==> config.mk <==
export PLATFORM = sky130hd
export DESIGN_NAME = cfi_csr_sequencer
export DESIGN_NICKNAME = d
export VERILOG_FILES = /design/src/rtl/cfi_csr_sequencer.sv
export SDC_FILE = /design/constraint.sdc
export NUM_CORES = 1
export LEC_CHECK = 0
export CAP_MARGIN = 10
export CORE_UTILIZATION = 40
export DETAILED_ROUTE_END_ITERATION = 8
export HOLD_SLACK_MARGIN = 0.12
export PLACE_DENSITY_LB_ADDON = 0.1
export SLEW_MARGIN = 30
export SYNTH_ARGS = -nofsm -noshare
export SYNTH_HDL_FRONTEND = slang
export SYNTH_SLANG_ARGS = --single-unit
==> constraint.sdc <==
create_clock -name clk_i -period 4.6 [get_ports clk_i]
set_clock_uncertainty 0.2 [all_clocks]
set_input_delay 0.92 -clock clk_i [delete_from_list [all_inputs] [get_ports clk_i]]
set_output_delay 0.92 -clock clk_i [all_outputs]
set_load 0.005 [all_outputs]
==> src/rtl/cfi_csr_sequencer.sv <==
// Arbitrates Zicsr and CFI landing-pad ops into the single-entry CSR buffer, one op in flight until commit; grant is
// combinational in IDLE, op is presented registered the next cycle and held until buf_ready_i; also tracks ELP state.
module cfi_csr_sequencer #(
    parameter int          XLEN          = 64,
    parameter logic [11:0] CSR_LPLR_ADDR = 12'h800,
    parameter logic [11:0] CSR_ELP_ADDR  = 12'h801
) (
    input  logic            clk_i,
    input  logic            rst_ni,
    input  logic            flush_i,
    input  logic            csr_valid_i,
    input  logic [11:0]     csr_addr_i,
    input  logic [XLEN-1:0] csr_wdata_i,
    output logic            csr_ready_o,
    input  logic            lp_valid_i,
    input  logic [1:0]      lp_op_i,
    input  logic [XLEN-1:0] lp_label_i,
    output logic            lp_ready_o,
    output logic            buf_valid_o,
    output logic [11:0]     buf_addr_o,
    output logic [XLEN-1:0] buf_wdata_o,
    input  logic            buf_ready_i,
    input  logic            commit_i,
    input  logic            ijump_commit_i,
    input  logic            instr_commit_i,
    output logic            elp_o,
    output logic            cfi_violation_o
);

    localparam logic [1:0] IDLE        = 2'd0;
    localparam logic [1:0] ISSUE       = 2'd1;
    localparam logic [1:0] WAIT_COMMIT = 2'd2;

    localparam logic NO_LP       = 1'b0;
    localparam logic LP_EXPECTED = 1'b1;

    logic [1:0]      state_q;
    logic            last_lp_q;
    logic            lpcll_q;
    logic [11:0]     addr_q;
    logic [XLEN-1:0] wdata_q;
    logic            elp_q;
    logic            violation_q;

    logic            grant_csr;
    logic            grant_lp;
    logic            take;
    logic [11:0]     csr_addr_mapped;
    logic [11:0]     lp_addr;
    logic            lpcll_commit;
    logic            violation_d;
    logic            elp_d;

    // Round-robin: on a tie the requester not granted last time wins.
    assign grant_csr = csr_valid_i && (!lp_valid_i || last_lp_q);
    assign grant_lp  = lp_valid_i && (!csr_valid_i || !last_lp_q);
    assign take      = (state_q == IDLE) && !flush_i;

    assign csr_ready_o = take && grant_csr;
    assign lp_ready_o  = take && grant_lp;

    assign csr_addr_mapped = (elp_q && (csr_addr_i == CSR_LPLR_ADDR)) ? CSR_ELP_ADDR : csr_addr_i;
    assign lp_addr         = (lp_op_i == 2'd3) ? CSR_ELP_ADDR : CSR_LPLR_ADDR;

    always_ff @(posedge clk_i or negedge rst_ni) begin
        if (!rst_ni) begin
            state_q   <= IDLE;
            last_lp_q <= 1'b1;
            lpcll_q   <= 1'b0;
            addr_q    <= '0;
            wdata_q   <= '0;
        end else if (flush_i) begin
            state_q <= IDLE;
            lpcll_q <= 1'b0;
            addr_q  <= '0;
            wdata_q <= '0;
        end else begin
            case (state_q)
                IDLE: begin
                    if (grant_csr) begin
                        state_q   <= ISSUE;
                        last_lp_q <= 1'b0;
                        lpcll_q   <= 1'b0;
                        addr_q    <= csr_addr_mapped;
                        wdata_q   <= csr_wdata_i;
                    end else if (grant_lp) begin
                        state_q   <= ISSUE;
                        last_lp_q <= 1'b1;
                        lpcll_q   <= (lp_op_i == 2'd3);
                        addr_q    <= lp_addr;
                        wdata_q   <= lp_label_i;
                    end
                end
                ISSUE: begin
                    if (buf_ready_i) state_q <= WAIT_COMMIT;
                end
                WAIT_COMMIT: begin
                    if (commit_i) state_q <= IDLE;
                end
                default: state_q <= IDLE;
            endcase
        end
    end

    assign buf_valid_o = (state_q == ISSUE);
    assign buf_addr_o  = addr_q;
    assign buf_wdata_o = wdata_q;

    // The ELP machine watches commits independently of pipeline flushes.
    assign lpcll_commit = (state_q == WAIT_COMMIT) && commit_i && lpcll_q;
    assign violation_d  = (elp_q == LP_EXPECTED) && instr_commit_i && !lpcll_commit;

    always_comb begin
        elp_d = elp_q;
        if (elp_q == LP_EXPECTED && (lpcll_commit || instr_commit_i)) elp_d = NO_LP;
        if (ijump_commit_i) elp_d = LP_EXPECTED;
    end

    always_ff @(posedge clk_i or negedge rst_ni) begin
        if (!rst_ni) begin
            elp_q       <= NO_LP;
            violation_q <= 1'b0;
        end else begin
            elp_q       <= elp_d;
            violation_q <= violation_d;
        end
    end

    assign elp_o           = elp_q;
    assign cfi_violation_o = violation_q;

endmodule

=== Word level (Yosys, flattened, before mapping) ===
Cells that the tools add are included.
W data, S select, Z words.

* Register bits after elaboration: 82
* Output and inout bits: 81
* Input bits: 151
* Word-level logic and storage cells: 66

* Bitwise gates (word level): 1
* Mux-type cells: 24
* Reductions and logical operators: 27
* Equality and inequality tests: 7

{| class="wikitable"
|+ Operator list
! operator !! number
|-
| $mux W64 || 4
|-
| $mux W12 || 5
|-
| $eq A12 B12 Y1 const B || 1
|-
| $logic_and A1 B1 Y1 || 11
|-
| $mux W2 || 5
|-
| $mux W1 || 9
|-
| $pmux W2 S3 || 1
|-
| $reduce_and A3 Y1 || 2
|-
| $reduce_bool A2 Y1 || 3
|-
| $logic_not A1 Y1 || 5
|-
| $eq A2 B2 Y1 const B || 2
|-
| $ne A4 B4 Y1 const B || 1
|-
| $logic_or A1 B1 Y1 || 3
|-
| $ne A3 B2 Y1 const B || 1
|-
| $ne A3 B3 Y1 const B || 1
|-
| $reduce_bool A3 Y1 || 1
|-
| $eq A2 B1 Y1 const B || 1
|-
| $logic_not A2 Y1 || 1
|-
| $reduce_and A2 Y1 || 1
|-
| $not A1 Y1 || 1
|}

=== Logic depth before layout (Yosys ltp) ===
* Depth in word-level cells: 7
* Depth in mapped cells: 6
* Mapped depth without buffers: 4

=== Worst setup path after synthesis ===
OpenSTA, ideal clock, no wires.

* Path type: input to output
* Start: in flush_i
* End: out csr_ready_o
* Buffers on the path: 1
* Arrival: 1.568 ns
* Required time: 3.480 ns
* Cell stages on the path: 4
* Setup slack: 1.912 ns
* Cell sequence: nor3_4 > o211ai_1 > inv_2 > buf_2

* Word-level cells in the longest chain between the ends: 3

{| class="wikitable"
|+ RTL lines
! what !! RTL line !! RTL
|-
| start: declaration || 10 || <nowiki>input logic flush_i,</nowiki>
|-
| $logic_not A1 Y1 || 57 || <nowiki>assign take = (state_q == IDLE) && !flush_i;</nowiki>
|-
| $logic_and A1 B1 Y1 || 57 ||
|-
| $logic_and A1 B1 Y1 || 59 || <nowiki>assign csr_ready_o = take && grant_csr;</nowiki>
|-
| end: declaration || 14 || <nowiki>output logic csr_ready_o,</nowiki>
|}

Every way passes these cells.

=== Worst setup path in the final report ===
Same ends and word-level chain as after synthesis.

==> flow_metrics.env <==
export IMPL_status="finished, violations left"
export IMPL_violations="DRC"
export IMPL_overflow=0
export IMPL_synth_area_leaders="dfrtp_1 (54%), mux2i_1 (17%), o21ai_1 (8.9%), nand2_1 (7.1%), buf_6 (2.7%)"
export IMPL_post_route_period_util=0.853
export IMPL_fin_cells=678
export IMPL_portBuffers=231
export IMPL_synth_cell_types=29
export IMPL_num_antenna_cells=0
export IMPL_drive_gt1_frac=0.0456
export IMPL_fp_row_count=34
export IMPL_ctsHoldBuffers=0
export IMPL_clk_latency_ns=0.34
export IMPL_yosys_area_top_type="dfrtp_1"
export IMPL_ys_seq_area_frac=0.552
export IMPL_grtUsageTotal=0.231
export IMPL_endpoint_kind="output port"
export IMPL_root_buffer="clkbuf_8"
export IMPL_utilization=0.707
export IMPL_fin_ws_ns=0.676
export IMPL_grt_max_degree=83
export IMPL_crit_type="in -> out"
export IMPL_rsz0062_at_grt="false"
export IMPL_cellLeakagePower_nw=2.77
export IMPL_wirelength_microns=10900
export IMPL_ys_ff_latch=82
export IMPL_nets=717
export IMPL_seq_area_sq_um=2050
export IMPL_n_fill_cell=733
export IMPL_finalPower_mw=1.93
export IMPL_power_density_nw_per_um2=309
export IMPL_setup_viol=0
export IMPL_syn_to_final_growth_pct=68.0
export IMPL_numCtsBuffers=9
export IMPL_multi_input_area_sq_um=1510
export IMPL_gp_congestion=0.747
export IMPL_synth_enable_flop_cells=0
export IMPL_setup_tns_ns=0
export IMPL_grt_pass1_wl_microns=17500
export IMPL_place_area_sq_um=6060
export IMPL_synthFlopType="dfrtp_1"
export IMPL_vias=3390
export IMPL_synth_top_area_frac=0.545
export IMPL_io_pins=232
export IMPL_clkTransAtPathRegs_ns=0.08
export IMPL_slew_headroom=0.464
export IMPL_initial_core_util=0.421
export IMPL_avgRoutedWirePerCell_microns=16.1
export IMPL_final_min_clock_period_ns=3.92
export IMPL_synthCells=343
export IMPL_fmax_ghz=0.255
export IMPL_finalInstanceArea_sq_um=6250
export IMPL_vias_per_cell=5.00
export IMPL_drt_iter0_drc=119
export IMPL_hold_slack_ns=0.287
export IMPL_synth_async_reset_ratio=1.00
export IMPL_synth_area_sq_um=3720
export IMPL_dp_slack_ns=0.678
export IMPL_cts_tree="built"
export IMPL_hold_viol=0
export IMPL_slew_violations=0
export IMPL_crit_arrival_ns=2.80
export IMPL_clock_path_buffers=2
export IMPL_dp_cells=663
export IMPL_drc=18
export IMPL_die_x_microns=98.5
export IMPL_max_cap_violations=0
export IMPL_core_sq_um=8850
export IMPL_avgSynthCellArea_sq_um=10.9
export IMPL_cp_start_kind="input pin"
export IMPL_yosysWarnings=0
export IMPL_critical_path_peak_fanout=11
export IMPL_dr_pass1_iters=6
export IMPL_ir_worst_vdd_mv=0.172
export IMPL_worstPathRequired_ns=3.48
export IMPL_post_cts_buffers=0
export IMPL_antenna_left=0
export IMPL_die_area_sq_um=9700
export IMPL_grt_pass1_vias=3546
export IMPL_synth_fp_nets=494
export IMPL_clock_sinks=82
export IMPL_htree_levels=3
export IMPL_worstMarginPinSlew_ns=0.805
export IMPL_antenna_found_initial=0
export IMPL_hpwl_microns=8200
export IMPL_min_path_type="reg -> reg"
export IMPL_die_y_microns=98.5
export IMPL_ctsResizeCount=0
area by class of cell:
| class | count | area share |
|---|---|---|
| Timing Repair Buffer | 235 | 0.377 |
| Sequential cell | 82 | 0.328 |
| Multi-Input combinational cell | 236 | 0.241 |
| Clock buffer | 10 | 0.0220 |
| Tap cell | 108 | 0.0216 |
| Clock inverter | 5 | 0.00880 |
| Inverter | 2 | 0.00120 |
worst max-delay path, stage by stage:
cell and delay [ns]:
clkdlybuf4s50_1 0.54, nor3_4 0.35, o211ai_1 0.21, inv_2 0.22, clkdlybuf4s50_1 0.55
final timing paths:
| path | depth (start not counted) | slack [ns] | from | endpoint |
|---|---|---|---|---|
| hold reg to reg | 2 | 0.29 | buf_addr_o[11] | buf_addr_o[11] |
| setup / recovery | 5 | 0.68 | flush_i | csr_ready_o |
| max in group asynchronous | 1 | 3.26 | rst_ni | buf_wdata_o[29] |
| min in group asynchronous | 1 | 0.39 | rst_ni | buf_wdata_o[12] |
| setup reg to reg | 4 | 2.54 | state_q[0] | buf_wdata_o[20] |
| hold / removal | 2 | 0.29 | buf_addr_o[11] | buf_addr_o[11] |
cell families after synthesis:
| logic type | after synthesis | share of synthesized area |
|---|---|---|
| compound gates | 87 | 0.133 |
| mux | 64 | 0.172 |
| flops | 82 | 0.552 |
| buf+inv | 25 | 0.0471 |
| simple gates | 85 | 0.0961 |
where the power goes:
part	leakage (nW)	switching [mW]	total (mW)	internal [mW]
combinational	1.59	0.222	0.564	0.341
sequential	1.09	0.0480	0.851	0.803
clock	0.0941	0.259	0.520	0.261
total	2.77	0.529	1.93	1.40
routing by layer:
layer | vias to the layer above | global-route usage | part of all wire
li1 | 1645 | - | -
met1 | 1577 | 0.259 | 0.37
met2 | 151 | 0.415 | 0.50
met3 | 17 | 0.0709 | 0.11
met4 | 0 | 0.0827 | 0.022
met5 | - | 0 | 0
cells in the mapped netlist (2+ instances only):
cell type and number:
dfrtp_1 81, nand2_1 70, o21ai_1 66, mux2i_1 64, a22o_1 11, buf_2 11, buf_6 9, nor2_1 4
a21oi_1 3, clkbuf_1 3, a31oi_1 2, nor4_1 2
layout by cell type, fill, tap and decap left out, types with 2 or more instances in the layout:
cell type / synthesis / layout
clkinv_2: 0 / 2
buf_4: 0 / 3
nand2_1: 70 / 70
dfrtp_1: 81 / 81
nor2_1: 4 / 4
a21oi_1: 3 / 3
o21ai_1: 66 / 66
nor4_1: 2 / 2
clkinvlp_4: 0 / 2
a22o_1: 11 / 11
clkdlybuf4s50_1: 0 / 230
a31oi_1: 2 / 2
mux2i_1: 64 / 64
clkbuf_8: 0 / 10
state kept, by name, summed over array words and instances (netlist names):
name and cells:
buf_addr_o 12, buf_wdata_o 64, cfi_violation_o 1, elp_o 1, last_lp_q 1, lpcll_q 1
state_q 2
Note: power is estimated with default switching activity, not from simulation.
==> variant (same flow settings) <==
`NO_LP`: 1'b0 -> 1'b1.
--- a/src/rtl/cfi_csr_sequencer.sv
+++ b/src/rtl/cfi_csr_sequencer.sv
@@ -31,7 +31,7 @@
     localparam logic [1:0] ISSUE       = 2'd1;
     localparam logic [1:0] WAIT_COMMIT = 2'd2;
 
-    localparam logic NO_LP       = 1'b0;
+    localparam logic NO_LP       = 1'b1;
     localparam logic LP_EXPECTED = 1'b1;
 
     logic [1:0]      state_q;
Behaviour: not the same (Yosys sat finds a counterexample within 4 cycles, from zero or initial values and one cycle with rst_ni low).
==> variant against the original RTL <==
- utilization up 0.44 points
- die area down 2.0%
- critical endpoint unchanged
- largest power group unchanged
- sequential cell count down 1
- wire length down 1.1%
- area after synthesis down 2.1%
- cell area down 0.34%
- worst setup slack better by 210 ps
- first-iteration DRC count down 16%
- power up 2.2%
- highest routed layer unchanged
- count of clock-buffer cells in the layout up 2
==> variant: results (changes against the original RTL) <==
metric	value	unit	change
wl_per_cell	17.79	um	+11%
r2r_setup_slack	2610	ps	+70 ps
gp_congestion	0.7470		about the same
timing.rr.start	last_lp_q		
max_stage_delay	650	ps	+100 ps
power_leakage	2.718	nW	-1.9%
ys_warn_count	0		unchanged
crit_path_start	csr_valid_i		
hpwl	7761	um	-5.4%
numPlacedInstances	591		-11%
num_vias	3172		-6.4%
synth_nets	425		-14%
run_status	finished clean		
synth_cell_type_count	28		-3.4%
place_ws	884.4	ps	+206.6 ps
drive_gt1_share	5.221	%	+0.66 points
ir_worst_vdd	197.8	uV	+15%
ys_seq_area_share	55.65	%	+0.49 points
synth_area_leaders	dfrtp_1, mux2i_1, o2bb2ai_1, a22o_1, buf_2		
path_max_fanout	12		+1
critical_path_arrival	2590	ps	-210 ps
drt_first_pass_iters	4		-2
grt_util_all_layers	23.38	%	+0.29 points
dr.first_iter.drc_count	100		-16%
hold_slack	287.4	ps	+0.1990 ps
hp-start	buf_wdata_o[19]		
n_fill_cell	670		-8.6%
largest_reg_flops	64		unchanged
grt_pass1_vias	3406		-3.9%
max_slew.worst_pin.slew	831.8	ps	+27.18 ps
hold_path_depth	1		-1
min_to	buf_wdata_o[19]		
avgSynthCellArea	13.30	um2	+23%
synth_common_cells	dfrtp_1, o2bb2ai_1, mux2i_1, buf_2, a22o_1		
nets	645		-10%
dpl-instance-area	6022	um2	-0.64%
synthArstFlopShare	100.0	%	unchanged
finalNonFillerCells	606		-11%
r2r_end	buf_wdata_o[19]		
grt_pass1_wl	17480	um	-0.31%
grt_start_max_net_pins	82		-1.2%
multi_input_area	1495	um2	-0.91%
internal_power	1.459	mW	+3.8%
==> variant: kinds of logic after synthesis <==
| logic type | count (synthesis) | share of synthesized area (%) |
|---|---|---|
| buffers and inverters | 27 | 4.222 |
| AND/OR/NAND/NOR | 15 | 2.266 |
| multiplexers | 64 | 17.58 |
| AO/OA/AOI/OAI | 86 | 20.19 |
| other | 1 | 0.1029 |
| flip-flops | 81 | 55.65 |
==> variant: per-layer routing <==
metal  wire, um  GRT usage, %  part of all wire [%]  vias to the layer above
li1           -             -                     -                     1492
met1       4460         27.63                    41                     1525
met2       5273         40.51                    49                      146
met3        927         7.842                   8.6                        9
met4        118         6.448                   1.1                        0
met5          0             0                     0                        -
==> variant: area by class of cell <==
| type | instances | share of cell area (%) |
|---|---|---|
| clock buffer | 12 | 2.329 |
| clock inverter | 3 | 1.044 |
| inverter | 3 | 0.1807 |
| multi-input combinational | 166 | 23.99 |
| sequential | 81 | 32.54 |
| tap | 108 | 2.168 |
| timing repair buffer | 233 | 37.74 |
==> variant: power groups by stage <==
stage | sequential [mW] | clock (mW) | combinational (mW)
3_3_place_gp | 0.851 | 0 | 0.566
3_5_place_dp | 0.854 | 0 | 0.576
5_1_grt | 0.851 | 0.612 | 0.614
6_report | 0.843 | 0.564 | 0.570
2_1_floorplan | 0.856 | 0 | 0.216
4_1_cts | 0.842 | 0.576 | 0.578
==> variant: worst max path at each step <==
stage                       end  slack, ps
floorplan           csr_ready_o       1930
global placement    csr_ready_o        930
detailed placement  csr_ready_o        880
CTS                 csr_ready_o        880
global route         lp_ready_o        770
finish              csr_ready_o        890
==> variant: worst register-to-register path, delay by kind of cell (launching register included) <==
| kind | cells | cell delay [ps] |
|---|---|---|
| mux | 1 | 450 |
| flops | 1 | 400 |
| buf+inv | 1 | 590 |
| compound gates | 2 | 230 |
